==> src/rtl/mode_counter.sv <==
// Up/down counter with a run-time limit, wrap or saturate mode, cascade carry, match and wrap flags.
// Latency: dout, match and wrap_pulse update on each rising edge; carry_out is combinational.
// Backpressure: none; enable (or the upstream carry_out) is the only advance qualifier.
module mode_counter #(
    parameter int WIDTH = 8
) (
    input  logic             clock,
    input  logic             reset,
    input  logic             clear,
    input  logic             load,
    input  logic [WIDTH-1:0] din,
    input  logic             enable,
    input  logic             up_down,
    input  logic             saturate,
    input  logic [WIDTH-1:0] limit,
    input  logic [WIDTH-1:0] compare_value,
    output logic [WIDTH-1:0] dout,
    output logic             carry_out,
    output logic             wrap_pulse,
    output logic             match
);

    logic [WIDTH-1:0] step_val;
    logic [WIDTH-1:0] next_val;
    logic             term;

    always_comb begin
        term     = up_down ? (dout >= limit) : (dout == '0);
        step_val = dout;
        if (up_down) begin
            if (dout < limit)
                step_val = dout + WIDTH'(1);
            else if (saturate)
                step_val = limit;   // also pulls an out-of-range count back after limit drops
            else
                step_val = '0;
        end else begin
            if (dout > limit)
                step_val = limit;
            else if (dout == '0)
                step_val = saturate ? '0 : limit;
            else
                step_val = dout - WIDTH'(1);
        end
    end

    always_comb begin
        next_val = dout;
        if (clear)
            next_val = '0;
        else if (load)
            next_val = (din > limit) ? limit : din;
        else if (enable)
            next_val = step_val;
    end

    // Zero-latency so a chained counter advances on the same edge as this one wraps.
    assign carry_out = enable & ~clear & ~load & term & ~saturate;

    always_ff @(posedge clock or posedge reset) begin
        if (reset) begin
            dout       <= '0;
            wrap_pulse <= 1'b0;
            match      <= 1'b0;
        end else begin
            dout       <= next_val;
            wrap_pulse <= carry_out;
            match      <= (next_val == compare_value);
        end
    end

endmodule

==> config.mk <==
export PLATFORM = sky130hd
export DESIGN_NAME = mode_counter
export DESIGN_NICKNAME = d
export VERILOG_FILES = /design/src/rtl/mode_counter.sv
export SDC_FILE = /design/constraint.sdc
export NUM_CORES = 1
export LEC_CHECK = 0
export ABC_AREA = 1
export ABC_CLOCK_PERIOD_IN_PS = 2700
export CORE_MARGIN = 5
export CORE_UTILIZATION = 60
export DETAILED_ROUTE_END_ITERATION = 16
export DONT_BUFFER_PORTS = 1
export HOLD_SLACK_MARGIN = 0.12
export PLACE_DENSITY = 0.78
export SYNTH_ARGS = -nofsm -noshare
export SYNTH_HDL_FRONTEND = slang
export SYNTH_SLANG_ARGS = --single-unit
==> constraint.sdc <==
create_clock -name clock -period 2.7 [get_ports clock]
set_clock_uncertainty 0.15 [all_clocks]
set_input_delay 0.675 -clock clock [delete_from_list [all_inputs] [get_ports clock]]
set_output_delay 0.675 -clock clock [all_outputs]
set_load 0.02 [all_outputs]
==> results.md <==
- Worst-path clk slew: 0.07 ns
- Fin area: 0.002336 mm²
- Worst Tran Pin Value: 0.3586 ns
- Pin count of the biggest net entering global routing: 18
- Fin. Hold Viols: 0
- CTS tree: done
- FF-to-FF path depth: 16
- Worst reg2reg setup slack: 0.13 ns
- WL per Instance: 14.94 µm
- WP data required: 1.88 ns
- PwrDens: 371.9 mW/mm²
- Die outline height: 67.26 µm
- Core Footprint: 0.003103 mm²
- Sequential fraction of the synthesis area: 12.72%
- First-pass GRT wire length: 10.12 mm
- Nets: 436
- Syn avg cell area: 5.479 µm²
- Hold depth: 3
- Fmax: 0.3705 GHz
- DRT Wirelength: 6.408 mm
- RSZ-0062 raised after global routing: true
- Antenna violations before repair: 0
- Hold Path Class: input port to register
- Layout cell share with drive strength beyond 1: 16.36%
- Sink Count: 10
- N_diodes: 0
- Vias in the first global route: 2231
- Half-perimeter wire length after placement: 5.046 mm
- FF-to-FF Start: dout[6]
- Final setup viols: 0
- Status: complete, no violations
- Number of port buffers: 0
- DRT Pass-1 Iters: 5
- Hold worst-path end: dout[2]
- DP Area: 0.002168 mm²
- Reg-to-reg endpoint: match
- Yosys cell types: 28
- CTS Buf Count: 3
- Die width: 67.26 µm
- Final max-slew violation count: 0
- #FFs+latches synth: 10
- Slowest stage cell, crit path: ha_4
- Synth Cell Area: 0.001967 mm²
- Starting Density: 63.39%
- Hold path start: clear
- Vias per cell: 5.657
- Yosys warnings: 0
- CTS root buf: clkbuf_4
- Clk_lat worst skew: 0.27 ns
- Worst setup EP type: primary output
- MaxCap Viol Count: 0
- Core Util, Final: 75.28%
- WP data arrival: 1.87 ns
- Die area: 0.004523 mm²
- Initial DRC Count: 203
- Startpoint types: input port
- Fillers: 277
- Post-synth EDFFs: 0
- I/O pin count: 42
- Global route overflow: 0
- GPL Wtd Cong: 1.006
- Crit-path most repeated cell: nand2_2
- Crit path from: limit[7]
- GRT Total Usage: 29.33%
- Core Rows: 20
- Final Cycle Share: 99.97%
- Synth async-reset ratio: 100.0%
- Syn Nets: 409
- Mapped Cells: 359
- Slowest stage delay, CP: 0.28 ns
- Crit-path max FO: 7
- Synth Flop Type: dfrtp_1
- H-tree depth: 1
- CP cell instances: inv_1 -> ha_4 -> nand2_2 -> nor2_2 -> nand2_2 -> nand2_4 -> inv_4 -> nand3_1 -> o211ai_1 -> inv_2
- Fin crit period: 2.699 ns
- Static Leakage: 1.357 nW
- CTS max path bufs: 2
- ANT nets after route: 0
- DRC: 0
- Setup TNS: 0 ns
- Worst vdd ir: 0.2581 mV
- Via count: 2427
- Layout Area Growth over Synthesis: 18.77%
- Slew margin rel.: 75.84%
- Crit Path Category: input port to primary output
-- layout by cell type, fill, tap and decap left out --
master / netlist / final
nand2_1: 118 / 116
nor2_1: 45 / 45
inv_1: 48 / 44
nand3_1: 40 / 40
buf_4: 0 / 30
a21oi_1: 21 / 19
ha_1: 19 / 15
o21ai_0: 12 / 12
dfrtp_1: 10 / 9
nand3b_1: 7 / 7
inv_2: 2 / 5
nand2_2: 3 / 5
nor2_2: 6 / 5
xor2_1: 4 / 4
ha_4: 0 / 4
o21ai_1: 3 / 3
clkbuf_4: 0 / 3
a21oi_2: 0 / 2
nand4_2: 2 / 2
a21o_1: 1 / 1
nor2_4: 0 / 1
nor2_8: 1 / 1
nand2_4: 1 / 1
nand4_1: 1 / 1
inv_4: 0 / 1
o21a_1: 1 / 1
a31oi_1: 1 / 1
xnor2_1: 1 / 1
nor4_1: 1 / 1
o211ai_1: 1 / 1
clkbuf_8: 0 / 1
dfrtp_2: 0 / 1
dlygate4sd3_1: 0 / 1
buf_12: 0 / 1
-- cells by family (layout without fill, tap and decap cells) --
logic type / count (synthesis) / count (layout) / share of synthesized area [%]
and+or+nand+nor: 225 / 225 / 50.32
buffers and inverters: 60 / 86 / 12.02
AOI/OAI and AO/OA: 40 / 40 / 10.62
adders and majority gates: 19 / 19 / 12.09
DFF: 10 / 10 / 12.72
xor gates and xnor gates: 5 / 5 / 2.226
-- metal layers --
metal / wire, µm / vias up / share of wire (%) / GRT usage, %
li1: - / 1185 / - / -
met1: 2378 / 1080 / 37 / 35.26
met2: 3020 / 140 / 47 / 49.20
met3: 741 / 22 / 12 / 8.153
met4: 268 / 0 / 4.2 / 11.65
met5: 0 / - / 0 / 0
-- state kept, by name, summed over array words and instances (netlist names) --
signal      flops
wrap_pulse      1
dout            8
match           1
-- area by class of cell --
class	count	area, µm²	share of cell area [%]
flip-flops and latches	10	251.5	10.77
inverters	50	190.2	8.141
multi-input cells	289	1548	66.26
well taps	44	55.05	2.357
repair buffers	32	255.2	10.93
clock buffers	4	36.28	1.553
-- per-stage QoR --
stage	std cells	total power, mW	setup slack (ns)	hold slack, ns
6_report	429	0.8688	0.0006946	0.4313
5_1_grt	429	0.9489	-0.09599	0.4366
4_1_cts	424	0.8160	0.02640	0.4293
3_3_place_gp	419	0.6697	0.01185	0.4089
2_1_floorplan	359	0.5433	0.009277	0.3652
3_5_place_dp	419	0.6751	-0.08293	0.4071
-- synth_stat cells (2+ instances only) --
library cell	n	share of area [%]
nand2_1	118	23
inv_1	48	9.2
nor2_1	45	8.6
nand3_1	40	10
a21oi_1	21	5.3
ha_1	19	12
o21ai_0	12	3.1
dfrtp_1	10	13
nand3b_1	7	2.7
nor2_2	6	1.9
clkbuf_1	5	0.95
xor2_1	4	1.8
buf_2	3	0.76
nand2_2	3	0.95
o21ai_1	3	0.76
inv_2	2	0.38
nand4_2	2	1.3
-- repair_timing --
action / 4_1_cts / 5_1_grt
hold buffers: 1 / 0
pin swaps: 0 / 8
hold endpoints to repair: 10 / 0
buffers inserted: 0 / 5
setup endpoints to repair: 1 / 2
gates resized for setup: 1 / 14
-- how the worst max path moves through the flow --
stage | endpoint | slack (ns)
floorplan | carry_out | 0.009
global placement | match | 0.01
detailed placement | match | -0.08
CTS | carry_out | 0.03
global route | carry_out | -0.1
finish | carry_out | 0.0007
-- worst max-delay path: cells and delay by family --
family / cells / cell delay (ns)
compound gates: 1 / 0.11
fa+ha+maj: 1 / 0.28
simple gates: 5 / 0.56
buf+inv: 3 / 0.24
-- power by group --
part	internal, mW	leakage, nW	switching, mW
registers	0.162	0.130	0.0157
clock network	0.0821	0.0210	0.0557
logic	0.215	1.21	0.338
total	0.460	1.36	0.409
Note: power is estimated with default switching activity, not from simulation.
